[src/rtl/pipe_stage_ctrl.sv]
// rtl/pipe_stage_ctrl.sv - pipeline valid/PC control with branch redirect, hold bubbles, flush and perf counters
//
// Ports:
//   clk, rst_n                 clock, synchronous active-low reset
//   hold                       load-use stall request (freezes stages 0..HOLD_STAGE)
//   br_taken, br_target        taken branch resolved in BR_STAGE and its redirect address
//   flush_all, flush_target    global flush and the address to fetch afterwards
//   cnt_clr                    synchronous clear of both performance counters
//   fetch_pc                   next fetch address
//   stg_vld, stg_pc            per-stage valid bits and PCs (stage i at bit i / slice i)
//   retire, retire_pc          valid bit and PC of the oldest stage
//   retire_cnt, bubble_cnt     saturating retire and hold-bubble counters
module pipe_stage_ctrl #(
    parameter int              XLEN       = 32,
    parameter int              STAGES     = 5,
    parameter int              BR_STAGE   = 2,
    parameter int              HOLD_STAGE = 1,
    parameter logic [XLEN-1:0] RESET_PC   = '0
) (
    input  logic                     clk,
    input  logic                     rst_n,
    input  logic                     hold,
    input  logic                     br_taken,
    input  logic [XLEN-1:0]          br_target,
    input  logic                     flush_all,
    input  logic [XLEN-1:0]          flush_target,
    input  logic                     cnt_clr,
    output logic [XLEN-1:0]          fetch_pc,
    output logic [STAGES-1:0]        stg_vld,
    output logic [STAGES*XLEN-1:0]   stg_pc,
    output logic                     retire,
    output logic [XLEN-1:0]          retire_pc,
    output logic [31:0]              retire_cnt,
    output logic [31:0]              bubble_cnt
);

    logic [XLEN-1:0]              r_pc;
    logic [STAGES-1:0]            r_vld;
    logic [STAGES-1:0][XLEN-1:0]  r_stg_pc;
    logic [31:0]                  r_retire_cnt;
    logic [31:0]                  r_bubble_cnt;

    logic [XLEN-1:0]              w_pc_nxt;
    logic [STAGES-1:0]            w_vld_nxt;
    logic [STAGES-1:0][XLEN-1:0]  w_stg_pc_nxt;
    logic                         w_act_br;
    logic                         w_act_hold;

    // Only the highest-priority event acts: flush > branch > hold > advance.
    assign w_act_br   = !flush_all && br_taken;
    assign w_act_hold = !flush_all && !br_taken && hold;

    always_comb begin
        // Default is a normal advance; events below override pieces of it.
        w_pc_nxt     = r_pc + XLEN'(1);
        w_vld_nxt    = {r_vld[STAGES-2:0], 1'b1};
        w_stg_pc_nxt = {r_stg_pc[STAGES-2:0], r_pc};
        if (flush_all) begin
            w_pc_nxt     = flush_target;
            w_vld_nxt    = '0;
            w_stg_pc_nxt = r_stg_pc;
        end else if (w_act_br) begin
            // The branch itself moves on to BR_STAGE+1 with its own valid bit;
            // everything younger is wrong-path and gets squashed.
            w_pc_nxt = br_target;
            for (int i = 0; i <= BR_STAGE; i++) begin
                w_vld_nxt[i] = 1'b0;
            end
        end else if (w_act_hold) begin
            w_pc_nxt = r_pc;
            for (int i = 0; i <= HOLD_STAGE; i++) begin
                w_vld_nxt[i]    = r_vld[i];
                w_stg_pc_nxt[i] = r_stg_pc[i];
            end
            // Bubble carries the held stage's PC so downstream PCs stay meaningful.
            w_vld_nxt[HOLD_STAGE+1]    = 1'b0;
            w_stg_pc_nxt[HOLD_STAGE+1] = r_stg_pc[HOLD_STAGE];
        end
    end

    always_ff @(posedge clk) begin
        if (!rst_n) begin
            r_pc         <= RESET_PC;
            r_vld        <= '0;
            r_stg_pc     <= {STAGES{RESET_PC}};
            r_retire_cnt <= '0;
            r_bubble_cnt <= '0;
        end else begin
            r_pc     <= w_pc_nxt;
            r_vld    <= w_vld_nxt;
            r_stg_pc <= w_stg_pc_nxt;
            if (cnt_clr) begin
                r_retire_cnt <= '0;
                r_bubble_cnt <= '0;
            end else begin
                if (r_vld[STAGES-1] && (r_retire_cnt != 32'hFFFF_FFFF)) begin
                    r_retire_cnt <= r_retire_cnt + 32'd1;
                end
                if (w_act_hold && (r_bubble_cnt != 32'hFFFF_FFFF)) begin
                    r_bubble_cnt <= r_bubble_cnt + 32'd1;
                end
            end
        end
    end

    assign fetch_pc   = r_pc;
    assign stg_vld    = r_vld;
    assign stg_pc     = r_stg_pc;
    assign retire     = r_vld[STAGES-1];
    assign retire_pc  = r_stg_pc[STAGES-1];
    assign retire_cnt = r_retire_cnt;
    assign bubble_cnt = r_bubble_cnt;

endmodule

[config.mk]
export PLATFORM = sky130hd
export DESIGN_NAME = pipe_stage_ctrl
export DESIGN_NICKNAME = d
export VERILOG_FILES = /design/src/rtl/pipe_stage_ctrl.sv
export SDC_FILE = /design/constraint.sdc
export NUM_CORES = 1
export LEC_CHECK = 0
export CORE_MARGIN = 1
export CORE_UTILIZATION = 38
export DETAILED_ROUTE_END_ITERATION = 12
export DONT_BUFFER_PORTS = 1
export MAX_ROUTING_LAYER = met4
export SETUP_SLACK_MARGIN = 0.5
export SLEW_MARGIN = 25
export SYNTH_ARGS = -nofsm -noshare
export SYNTH_HDL_FRONTEND = slang
export SYNTH_SLANG_ARGS = --single-unit
export TNS_END_PERCENT = 1
[constraint.sdc]
create_clock -name clk -period 2.7 [get_ports clk]
set_input_delay 0.54 -clock clk [delete_from_list [all_inputs] [get_ports clk]]
set_output_delay 0.54 -clock clk [all_outputs]
set_load 0.03 [all_outputs]
== Word level (Yosys, flattened, before mapping) ==
Index checks and enable logic that the tools add are counted.
Operators by class
  mux-type cells: 5
  add/subtract/negate cells: 3
  shift operators: 0
  equal/unequal tests: 4
  bitwise operators: 2
  $mul: 0
  $lt $le $gt $ge: 0
  reduce and logical (&&, ||, !) cells: 12
  divide/modulo/power cells: 0
Operator list (number)
  64-bit 2-to-1 mux: 2
  32-bit by 1-bit adder with 32-bit output, second input constant: 3
  32-bit 2-to-1 mux: 3
  32-bit != test, second input constant: 2
  1-bit logical AND: 5
  2-bit OR reduction: 2
  4-bit OR reduction: 1
  3-bit != test, second input constant: 1
  3-bit OR reduction: 1
  1-bit zero test: 2
  2-bit != test, second input constant: 1
  1-bit NOT: 2
  2-bit AND reduction: 1
Storage, ports and cells
  bits of input ports: 70
  RAM bits: 0
  output and inout port bits: 294
  bits in read-only memories: 0
  word-level logic and storage cells: 37
  bits in latches: 0
  bits in registers: 261
  memories kept: 0

== Longest topological paths before layout ==
Gate-level depths: netlist (run 1).
  depth in word-level cells: 6
  gate-level depth with buffers: 8
  mapped depth without buffers: 6

== Worst setup path after synthesis (run 1) ==
No wires, ideal clock.
  path type: register to register
  start point: reg r_bubble_cnt[0] (netlist: bubble_cnt[0])
  end point: reg r_bubble_cnt[28] (netlist: bubble_cnt[28])
  arrival: 2.567 ns
  library setup time: 0.070 ns
  data required time: 2.630 ns
  path slack: 0.062 ns
  cell stages (with the launch flop): 9
  cell sequence: dfxtp_1 > ha_1 > and4_1 > clkbuf_1 > or4b_1 > buf_2 > or3_4 > or3_1 > a21oi_1
Between the ends
  word-level cells in the longest chain between the ends: 2
  elaborated cells on any way between the ends: 3
RTL lines
  start, declared: RTL line 41  | logic [31:0] r_bubble_cnt;
  start signal, assigned: RTL line 100  | r_bubble_cnt <= r_bubble_cnt + 32'd1;
  parallel branches: the longest is 2 deep, another holds 32-bit by 1-bit adder with 32-bit output
Parallel ways; which one is timed is not known.
A chain may end at the register's enable or synchronous reset.

== Worst setup path in the final report (run 1) ==
  start point: reg r_bubble_cnt[0] (netlist: bubble_cnt[0])
  end point: reg r_bubble_cnt[26] (netlist: bubble_cnt[26])
The elaborated chain is that of the path after synthesis.

==> results of run 1 <==
==> cells in the final DEF, fill, tap and decap left out, types with 4 or more instances in the layout <==
cell | Yosys | routed
a211oi_1 | 16 | 16
a21oi_1 | 138 | 137
a22oi_1 | 12 | 12
a31oi_1 | 5 | 5
and2_1 | 5 | 5
and3_1 | 16 | 15
and4_1 | 17 | 14
buf_4 | 33 | 98
clkbuf_1 | 74 | 6
clkbuf_16 | 0 | 29
clkinv_2 | 0 | 6
clkinvlp_4 | 0 | 4
dfxtp_1 | 261 | 239
dfxtp_2 | 0 | 19
inv_1 | 18 | 17
mux2i_1 | 103 | 103
nand2_1 | 190 | 189
nand2b_1 | 7 | 6
nand3_1 | 36 | 35
nand4_1 | 30 | 30
nor2_1 | 141 | 140
nor3_1 | 9 | 9
nor4_1 | 9 | 8
o211a_1 | 4 | 4
o211ai_1 | 13 | 13
o21ai_0 | 63 | 63
o31ai_1 | 13 | 13
or2_2 | 5 | 5
or3_1 | 29 | 28
or4_1 | 17 | 17
xnor2_1 | 11 | 11
xor2_1 | 8 | 8
==> what timing repair did <==
action,in CTS,in global routing
setup endpoints to repair,17,40
setup buffers,1,4
pin swaps,1,2
gates resized for setup,12,16
hold buffers,0,0
==> per-layer routing <==
metal	vias to the layer above	part of all wire, %
met5	-	0
met4	0	2.0
met3	50	7.1
met2	324	48
met1	4748	43
li1	4796	-
==> final timing paths <==
check / startpoint / end / slack, ns / depth (start not counted)
hold / removal: hold / stg_vld[2] / 0.07 / 1
setup / recovery: bubble_cnt[0] / bubble_cnt[26] / 0.50 / 6
setup reg to reg: bubble_cnt[0] / bubble_cnt[26] / 0.50 / 6
hold reg to reg: fetch_pc[1] / fetch_pc[1] / 0.55 / 2
==> cell usage after synthesis (11+ instances only) <==
cell | number | area [µm²]
a211oi_1 | 16 | 120
a21oi_1 | 138 | 691
a22oi_1 | 12 | 90.1
and3_1 | 16 | 100
and4_1 | 17 | 149
buf_4 | 33 | 248
clkbuf_1 | 74 | 278
dfxtp_1 | 261 | 5230
inv_1 | 18 | 67.6
mux2i_1 | 103 | 1030
nand2_1 | 190 | 713
nand3_1 | 36 | 180
nand4_1 | 30 | 188
nor2_1 | 141 | 529
o211ai_1 | 13 | 97.6
o21ai_0 | 63 | 315
o31ai_1 | 13 | 97.6
or3_1 | 29 | 181
or4_1 | 17 | 128
xnor2_1 | 11 | 96.3
==> layout make-up <==
cell class,instances,area share (%)
inverter,18,0.552
clock inverter,17,1.48
clock buffer,37,5.90
multi-input combinational,947,42.4
timing repair buffer,100,5.90
sequential,261,40.0
tap,384,3.66
antenna,3,0.0571
==> power by group through the flow <==
stage	Combinational [W]	Sequential (W)	Clock (W)
final	0.000526	0.00404	0.00401
after global routing	0.000578	0.00405	0.00427
after detailed placement	0.000532	0.00413	0
after floorplan	0.000335	0.00418	0
after global placement	0.000525	0.00412	0
after CTS	0.000534	0.00404	0.00412
==> cells by family (layout without fill, tap and decap cells) <==
kind of cell             after synthesis  after routing  share of synthesized area, %
AND/OR/NAND/NOR                      527            527                          22.1
AO/OA/AOI/OAI                        294            294                          15.4
flip-flops                           261            261                          46.0
buffers and inverters                134            172                          5.58
multiplexers                         104            104                          9.17
XOR/XNOR                              19             19                          1.46
adder cells (fa/ha/maj)                3              3                         0.330
other                                  0              3                             0
==> worst max-delay path: stages, from the launching register on <==
cell and delay, ns:
dfxtp_4 0.44, ha_4 0.17, and4_4 0.23, or4b_4 0.48
or3_4 0.37, or3_1 0.33, a21oi_2 0.12
==> state kept, by name (all words and copies together) (netlist names) <==
register / count
stg_pc: 128
bubble_cnt: 32
fetch_pc: 32
retire_cnt: 32
retire_pc: 32
stg_vld: 5
==> metrics by stage <==
step           setup WS, ns  hold slack (ns)  std cells  utilization (%)  power (W)
6_report              0.498           0.0651       1767             45.2    0.00857
3_5_place_dp          0.310            0.539       1705             41.5    0.00466
5_1_grt               0.420           0.0506       1766             45.2    0.00889
4_1_cts               0.488           0.0330       1760             44.9    0.00869
2_1_floorplan         0.335            0.542       1342                -    0.00451
3_3_place_gp          0.320            0.537       1705             41.5    0.00465
==> out/summary.txt, run 1 <==
Synth cell types - 62
Routed WL - 35.1 mm
Number of endpoints failing setup at the final stage - 0
Peak VDD IR - 0.541 mV
Synthesized cell area - 11400 µm²
Met1 Use GR - 28.9%
Slew @ Worst Pin - 0.968 ns
Met3 Usage GRT - 5.05%
M2 GR Usage - 36.8%
Clock share of power - 46.7%
Grt ovf - 0
Die area - 30600 µm²
Peak Freq - 454 MHz
Synth-to-Final Area Change - 15.6%
CP endpoint kind - register
Sequential area share after synthesis - 46.0%
Post-DP Area - 12100 µm²
# DRC - 0
Most used DFF post-synth - dfxtp_1
Vias in the first global route - 9143
Logic pwr share - 6.1%
P_sw - 0.00214 W
EDFF count, synth - 0
Wirelength per Cell - 19.9 µm
Vias/cell - 5.61
Num Clock Sinks - 261
WS Path Type - reg -> reg
Internal Power - 0.00643 W
Syn_area_per_cell - 8.47 µm²
H-tree depth - 1
Initial DRC Count - 815
Clock transition at path regs - 0.06 ns
RD Place Congestion - 0.851
Gr busiest metal - met2
Crit-path max FO - 7
Largest net degree at the start of global routing - 150
Hold crit path type - in -> reg
DR vias - 9918
Setup Skew - 0.00598 ns
Reg area - 5260 µm²
Die H - 175 µm
Relative slew slack - 35.3%
Initial core utilization - 39.1%
Slew Limit Fails - 0
TritonCTS Buffers - 29
Switching portion of total power - 25.0%
Clock root cell - clkbuf_16
Initial antenna violation count - 2
Setup_tns - 0 ns
Num ports - 364
Global-route wire length before repair - 53.7 mm
Outcome - completed
Final #Nets - 1430
Final Hold Fails - 0
Min Tclk post-route - 2.20 ns
Mapped Cells - 1342
Fill cell count - 2865
Port Buffer Count - 0
Pre-antenna DRT Iters - 5
GR Util All Layers - 22.9%
Num rows - 62
PwrDens - 653 nW/µm²
Critical path launch point type - register
RSZ-0062 raised after global routing - true
Final Instance Area - 13100 µm²
CTS tree - built
Core ar. - 29100 µm²
Syn nets - 1415
Yosys warns - 0
Worst EP required - 3.19 ns
Detailed placement HPWL - 24.7 mm
Arr. time, crit path - 2.69 ns
Antenna Nets Post-Route - 0
Max Buffers Root-to-Sink - 3
Synthesized flop and latch total - 261
Period Utilization, post-route - 81.6%
Share of cells above drive strength 1 - 14.4%
Max cap viols - 0
Lkg Pwr - 4.86 nW
Seq pwr share - 47.1%
Die width - 175 µm
Footprint of the multi-input gates - 5570 µm²
Async SR Flop Fraction - 0%
Clock Latency Late Sink - 0.56 ns
No activity file was read; power rests on OpenSTA's default activity.
==> run 2: changes to the inputs <==
==> constraint.sdc (replaced) <==
create_clock -name clk -period 1.9 [get_ports clk]
set_input_delay 0.38 -clock clk [delete_from_list [all_inputs] [get_ports clk]]
set_output_delay 0.38 -clock clk [all_outputs]
set_load 0.03 [all_outputs]
==> out/summary.txt, run 2 (synthesized netlist as in run 1, its figures left out) <==
Post-DP Area - 12800 µm² (was 12100 µm²)
Initial antenna violation count - 2 (unchanged)
Num ports - 364 (unchanged)
Clock root cell - clkbuf_16 (unchanged)
# DRC - 0 (unchanged)
Seq pwr share - 46.5% (was 47.1%)
Grt ovf - 0 (unchanged)
Num Clock Sinks - 261 (unchanged)
Period Utilization, post-route - 106% (was 81.6%)
Final Instance Area - 15300 µm² (was 13100 µm²)
Largest net degree at the start of global routing - 141 (was 150)
Max cap viols - 0 (unchanged)
CTS tree - built (unchanged)
Internal Power - 0.00905 W (was 0.00643 W)
TritonCTS Buffers - 29 (unchanged)
RD Place Congestion - 0.849 (was 0.851)
Port Buffer Count - 0 (unchanged)
Logic pwr share - 7.8% (was 6.1%)
Share of cells above drive strength 1 - 36.4% (was 14.4%)
Worst setup margin - -0.119 ns (was 0.498 ns)
GR Util All Layers - 24.1% (was 22.9%)
Hold crit path type - in -> reg (unchanged)
Antenna Nets Post-Route - 0 (unchanged)
Worst Reg-to-Reg Cells - 6 (unchanged)
Detailed placement HPWL - 25.8 mm (was 24.7 mm)
Global-route wire length before repair - 56.4 mm (was 53.7 mm)
Clock Latency Late Sink - 0.55 ns (was 0.56 ns)
H-tree depth - 1 (unchanged)
Worst EP required - 2.38 ns (was 3.19 ns)
Num rows - 62 (unchanged)
Wirelength per Cell - 20.2 µm (was 19.9 µm)
Arr. time, crit path - 2.50 ns (was 2.69 ns)
Tot Pwr - 0.0121 W (was 0.00857 W)
Relative slew slack - 43.2% (was 35.3%)
Switching portion of total power - 24.9% (was 25.0%)
FF-to-FF Start - bubble_cnt[1] (was bubble_cnt[0])
R2r endpoint - bubble_cnt[26] (unchanged)
Initial core utilization - 39.1% (unchanged)
CP endpoint kind - register (unchanged)
P_sw - 0.00301 W (was 0.00214 W)
Number of endpoints failing setup at the final stage - 7 (was 0)
Vias/cell - 5.61 (about the same)
Critical path launch point type - register (unchanged)
DR vias - 10394 (was 9918)
Max Buffers Root-to-Sink - 3 (unchanged)
Commonest non-fill, non-tap cells in the layout - nand2_1 (188), nor2_1 (137), a21oi_1 (127), dfxtp_4 (110), mux2i_1 (103) (was dfxtp_1 (239), nand2_1 (189), nor2_1 (140), a21oi_1 (137), mux2i_1 (103))
Peak VDD IR - 0.792 mV (was 0.541 mV)
Setup_tns - -0.337 ns (was 0 ns)
Die area - 30600 µm² (unchanged)
Die H - 175 µm (unchanged)
Flop2flop setup slack - -0.12 ns (was 0.50 ns)
Max reg flops - 128 (unchanged)
RSZ-0062 raised after global routing - true (unchanged)
Setup Skew - 0.0131 ns (was 0.00598 ns)
Slew Limit Fails - 0 (unchanged)
Peak Freq - 495 MHz (was 454 MHz)
Fill cell count - 2647 (was 2865)
Most common cell after layout, fill and taps aside - nand2_1 (was dfxtp_1)
Crit-path max FO - 5 (was 7)
Routed WL - 37.4 mm (was 35.1 mm)
Clock share of power - 45.6% (was 46.7%)
Vias in the first global route - 9858 (was 9143)
Min Tclk post-route - 2.02 ns (was 2.20 ns)
Final Hold Fails - 0 (unchanged)
Outcome - complete, but fails checks (was completed)
Setup crit end - bubble_cnt[26] (unchanged)
PwrDens - 787 nW/µm² (was 653 nW/µm²)
Crit path from - bubble_cnt[1] (was bubble_cnt[0])
Core ar. - 29100 µm² (unchanged)
Slew @ Worst Pin - 0.849 ns (was 0.968 ns)
Lkg Pwr - 5.65 nW (was 4.86 nW)
WS Path Type - reg -> reg (unchanged)
Clock transition at path regs - 0.06 ns (about the same)
Initial DRC Count - 672 (was 815)
Synth-to-Final Area Change - 34.8% (was 15.6%)
Die width - 175 µm (unchanged)
Final #Nets - 1518 (was 1430)
Pre-antenna DRT Iters - 6 (was 5)
# Post-CTS Setup Buffers - 0 (was 1)
Failing checks - setup timing
-- run 2: changes by cell type in the layout (fill, tap and decap cells not counted), sizes merged --
cell / before / now
dlygate4sd3: 0 / 6
bufinv: 3 / 2
buf: 100 / 182
clkinv: 8 / 7
clkbuf: 37 / 40
inv: 20 / 19
clkinvlp: 4 / 2
diode: 3 / 2
-- run 2: per-layer routing --
layer | global-route usage [%] | share of wire (%) | vias up
met5 | - | 0 | -
met4 | 7.46 | 2.7 | 0
met3 | 6.07 | 7.6 | 63
met2 | 39.2 | 48 | 373
met1 | 29.1 | 41 | 4993
li1 | - | - | 4965
-- run 2: layout make-up --
class / instances / area, µm² / share of cell area, %
Clock buffer: 40 / 807 / 5.27
Timing Repair Buffer: 188 / 2100 / 13.7
Sequential cell: 261 / 5770 / 37.6
Antenna cell: 2 / 5.00 / 0.0327
Multi-Input combinational cell: 947 / 5960 / 38.9
Clock inverter: 12 / 130 / 0.849
Inverter: 18 / 72.6 / 0.474
Tap cell: 384 / 480 / 3.14
-- run 2: worst min path at each step --
stage	startpoint	to	slack (ns)	depth (start not counted)
after detailed placement	hold	stg_vld[2]	0.48	1
after global placement	hold	stg_vld[2]	0.48	1
after CTS	flush_all	retire_pc[29]	0.02	2
after floorplan	flush_target[0]	fetch_pc[0]	0.52	1
after global routing	flush_all	stg_pc[92]	0.04	2
final	flush_target[27]	fetch_pc[27]	0.05	2
-- run 2: repair_timing --
| action | CTS | global route |
|---|---|---|
| pin swaps | 136 | 62 |
| hold buffers | 6 | 0 |
| setup endpoints to repair | 386 | 328 |
| endpoints found under the hold margin | 28 | 0 |
| resized for setup | 472 | 88 |
-- run 2: worst max-delay path, cell delays in order, from the launching register on --
cell and delay, ns:
dfxtp_4 0.36, ha_4 0.12, and4_1 0.18, or4b_4 0.49, or3_4 0.36, or3_1 0.32
a21oi_1 0.13
-- run 2: metrics by stage --
| stage | setup slack [ns] | instances | util (%) | hold slack (ns) |
|---|---|---|---|---|
| 2_1_floorplan | -0.391 | 1342 | - | 0.518 |
| 3_3_place_gp | -0.328 | 1792 | 44.1 | 0.475 |
| 3_5_place_dp | -0.339 | 1792 | 44.1 | 0.475 |
| 4_1_cts | -0.124 | 1850 | 51.7 | 0.0227 |
| 5_1_grt | -0.184 | 1852 | 52.7 | 0.0402 |
| 6_report | -0.119 | 1852 | 52.7 | 0.0456 |
-- run 2: power groups by stage --
stage               registers, W  logic (W)  clock network, W
floorplan                0.00594   0.000475                 0
global placement         0.00584   0.000821                 0
detailed placement       0.00584   0.000828                 0
CTS                      0.00565   0.000933           0.00566
global route             0.00562    0.00102           0.00587
finish                   0.00561   0.000942           0.00550
==> run 3: changes to the inputs <==
--- a/config.mk
+++ b/config.mk
@@ -10,6 +10,7 @@
 export DETAILED_ROUTE_END_ITERATION = 12
 export DONT_BUFFER_PORTS = 1
 export MAX_ROUTING_LAYER = met4
+export REMOVE_ABC_BUFFERS = 1
 export SETUP_SLACK_MARGIN = 0.5
 export SLEW_MARGIN = 25
 export SYNTH_ARGS = -nofsm -noshare
==> out/summary.txt, run 3 (synthesized netlist as in run 1, its figures left out) <==
Outcome - complete, but fails checks (unchanged)
Failing checks - setup timing (unchanged)
Vias/cell - 5.58 (was 5.61)
FF-to-FF Start - bubble_cnt[0] (was bubble_cnt[1])
Util after Layout - 53.2% (was 52.7%)
Slew @ Worst Pin - 0.626 ns (was 0.849 ns)
Die width - 175 µm (unchanged)
Clock Latency Late Sink - 0.54 ns (was 0.55 ns)
Core ar. - 29100 µm² (unchanged)
Final #Nets - 1528 (was 1518)
Max cap viols - 0 (unchanged)
Worst Hold Path Cells - 2 (unchanged)
Number of endpoints failing setup at the final stage - 6 (was 7)
Num ports - 364 (unchanged)
Max reg flops - 128 (unchanged)
Initial DRC Count - 529 (was 672)
Num Clock Sinks - 261 (unchanged)
Period Utilization, post-route - 107% (was 106%)
Port Buffer Count - 0 (unchanged)
Detailed placement HPWL - 24.3 mm (was 25.8 mm)
Clock transition at path regs - 0.06 ns (about the same)
H-tree depth - 1 (unchanged)
Wirelength per Cell - 19.8 µm (was 20.2 µm)
Post-DP Area - 12700 µm² (was 12800 µm²)
Relative slew slack - 58.2% (was 43.2%)
Worst EP required - 2.37 ns (was 2.38 ns)
Initial antenna violation count - 2 (unchanged)
PwrDens - 797 nW/µm² (was 787 nW/µm²)
Critical path, cell by cell - ha_4 -> and4_1 -> or4b_4 -> or3_4 -> or3_1 -> a21oi_1 (unchanged)
# DRC - 0 (unchanged)
Final Hold Fails - 0 (unchanged)
Hold path start - br_target[13] (was flush_target[27])
Flop2flop setup slack - -0.13 ns (was -0.12 ns)
Worst setup margin - -0.127 ns (was -0.119 ns)
Crit-path max FO - 4 (was 5)
Setup Skew - 0.00837 ns (was 0.0131 ns)
Pre-antenna DRT Iters - 5 (was 6)
Share of cells above drive strength 1 - 40.1% (was 36.4%)
Peak VDD IR - 0.666 mV (was 0.792 mV)
Min Tclk post-route - 2.03 ns (was 2.02 ns)
Hold EP - fetch_pc[13] (was fetch_pc[27])
Synth-to-Final Area Change - 36.3% (was 34.8%)
TritonCTS Buffers - 29 (unchanged)
Critical path launch point type - register (unchanged)
Largest net degree at the start of global routing - 104 (was 141)
WS Path Type - reg -> reg (unchanged)
RSZ-0062 raised after global routing - true (unchanged)
Crit path from - bubble_cnt[0] (was bubble_cnt[1])
R2r endpoint - bubble_cnt[26] (unchanged)
Antenna Nets Post-Route - 0 (unchanged)
Biggest cell delay along the critical path - 0.48 ns (was 0.49 ns)
Vias in the first global route - 9845 (was 9858)
Num rows - 62 (unchanged)
CP endpoint kind - register (unchanged)
CTS tree - built (unchanged)
Global-route wire length before repair - 55.7 mm (was 56.4 mm)
DR vias - 10396 (was 10394)
Die area - 30600 µm² (unchanged)
Die H - 175 µm (unchanged)
Worst Reg-to-Reg Cells - 6 (unchanged)
Peak Freq - 493 MHz (was 495 MHz)
Fill cell count - 2630 (was 2647)
Crit-path slowest cell - or4b_4 (unchanged)
Slew Limit Fails - 0 (unchanged)
RD Place Congestion - 0.846 (was 0.849)
Max Buffers Root-to-Sink - 3 (unchanged)
Initial core utilization - 39.1% (unchanged)
Commonest non-fill, non-tap cells in the layout - nand2_1 (185), dfxtp_2 (185), nor2_1 (137), a21oi_1 (127), mux2i_1 (103) (was nand2_1 (188), nor2_1 (137), a21oi_1 (127), dfxtp_4 (110), mux2i_1 (103))
Clock root cell - clkbuf_16 (unchanged)
Arr. time, crit path - 2.50 ns (about the same)
Routed WL - 36.9 mm (was 37.4 mm)
Lkg Pwr - 5.79 nW (was 5.65 nW)
Hold crit path type - in -> reg (unchanged)
Final Instance Area - 15500 µm² (was 15300 µm²)
GR Util All Layers - 23.4% (was 24.1%)
Tot Pwr - 0.0123 W (was 0.0121 W)
Grt ovf - 0 (unchanged)
## run 3: how the worst max path moves through the flow
stage | to | slack (ns) | cells after the start
final | bubble_cnt[26] | -0.13 | 6
after global routing | bubble_cnt[28] | -0.21 | 6
after CTS | bubble_cnt[26] | -0.14 | 6
after detailed placement | bubble_cnt[28] | -0.50 | 5
after global placement | bubble_cnt[26] | -0.48 | 5
after floorplan | bubble_cnt[11] | -2.47 | 4
## run 3: metrics by stage
stage	instances	worst slack [ns]	TNS [ns]	hold slack, ns
finish	1863	-0.127	-0.455	0.0128
global route	1863	-0.205	-1.35	0.0167
CTS	1854	-0.136	-0.731	0.00596
detailed placement	1790	-0.502	-4.40	0.469
global placement	1790	-0.475	-3.52	0.468
floorplan	1226	-2.47	-274.79	0.456
## run 3: metal layers
metal	global-route usage [%]	part of all wire, %	vias up
met1	28.0	41	4983
met4	9.02	3.7	0
met2	37.9	48	357
li1	-	-	4982
met3	5.40	6.8	74
met5	-	0	-
## run 3: timing repair
item                       4_1_cts  5_1_grt
buffers inserted                 1        7
setup endpoints to repair      386      427
hold endpoints to repair        49        0
gates cloned                     0        0
pin swaps                       94       84
resized for setup              503      103
hold buffers                    10        0
## run 3: layout make-up
cell class	instances	area (µm²)	area share, %
clock inverter	12	144	0.929
sequential	261	5700	36.8
antenna	2	5.00	0.0323
clock buffer	41	831	5.36
multi-input combinational	947	6060	39.1
inverter	18	72.6	0.468
tap	384	480	3.10
timing repair buffer	198	2190	14.2
## run 3: report_power, final
part	switching [W]	internal, W	total [W]	leakage, nW
combinational	0.000581	0.000382	0.000964	3.06
clock	0.00228	0.00344	0.00572	0.478
sequential	0.000175	0.00549	0.00567	2.25
total	0.00304	0.00931	0.0123	5.79
## run 3: worst max-delay path, delay by kind of cell, from the launching register on
family	cells	cell delay [ns]
AND/OR/NAND/NOR	4	1.35
AO/OA/AOI/OAI	1	0.13
flip-flops	1	0.35
adder cells (fa/ha/maj)	1	0.13
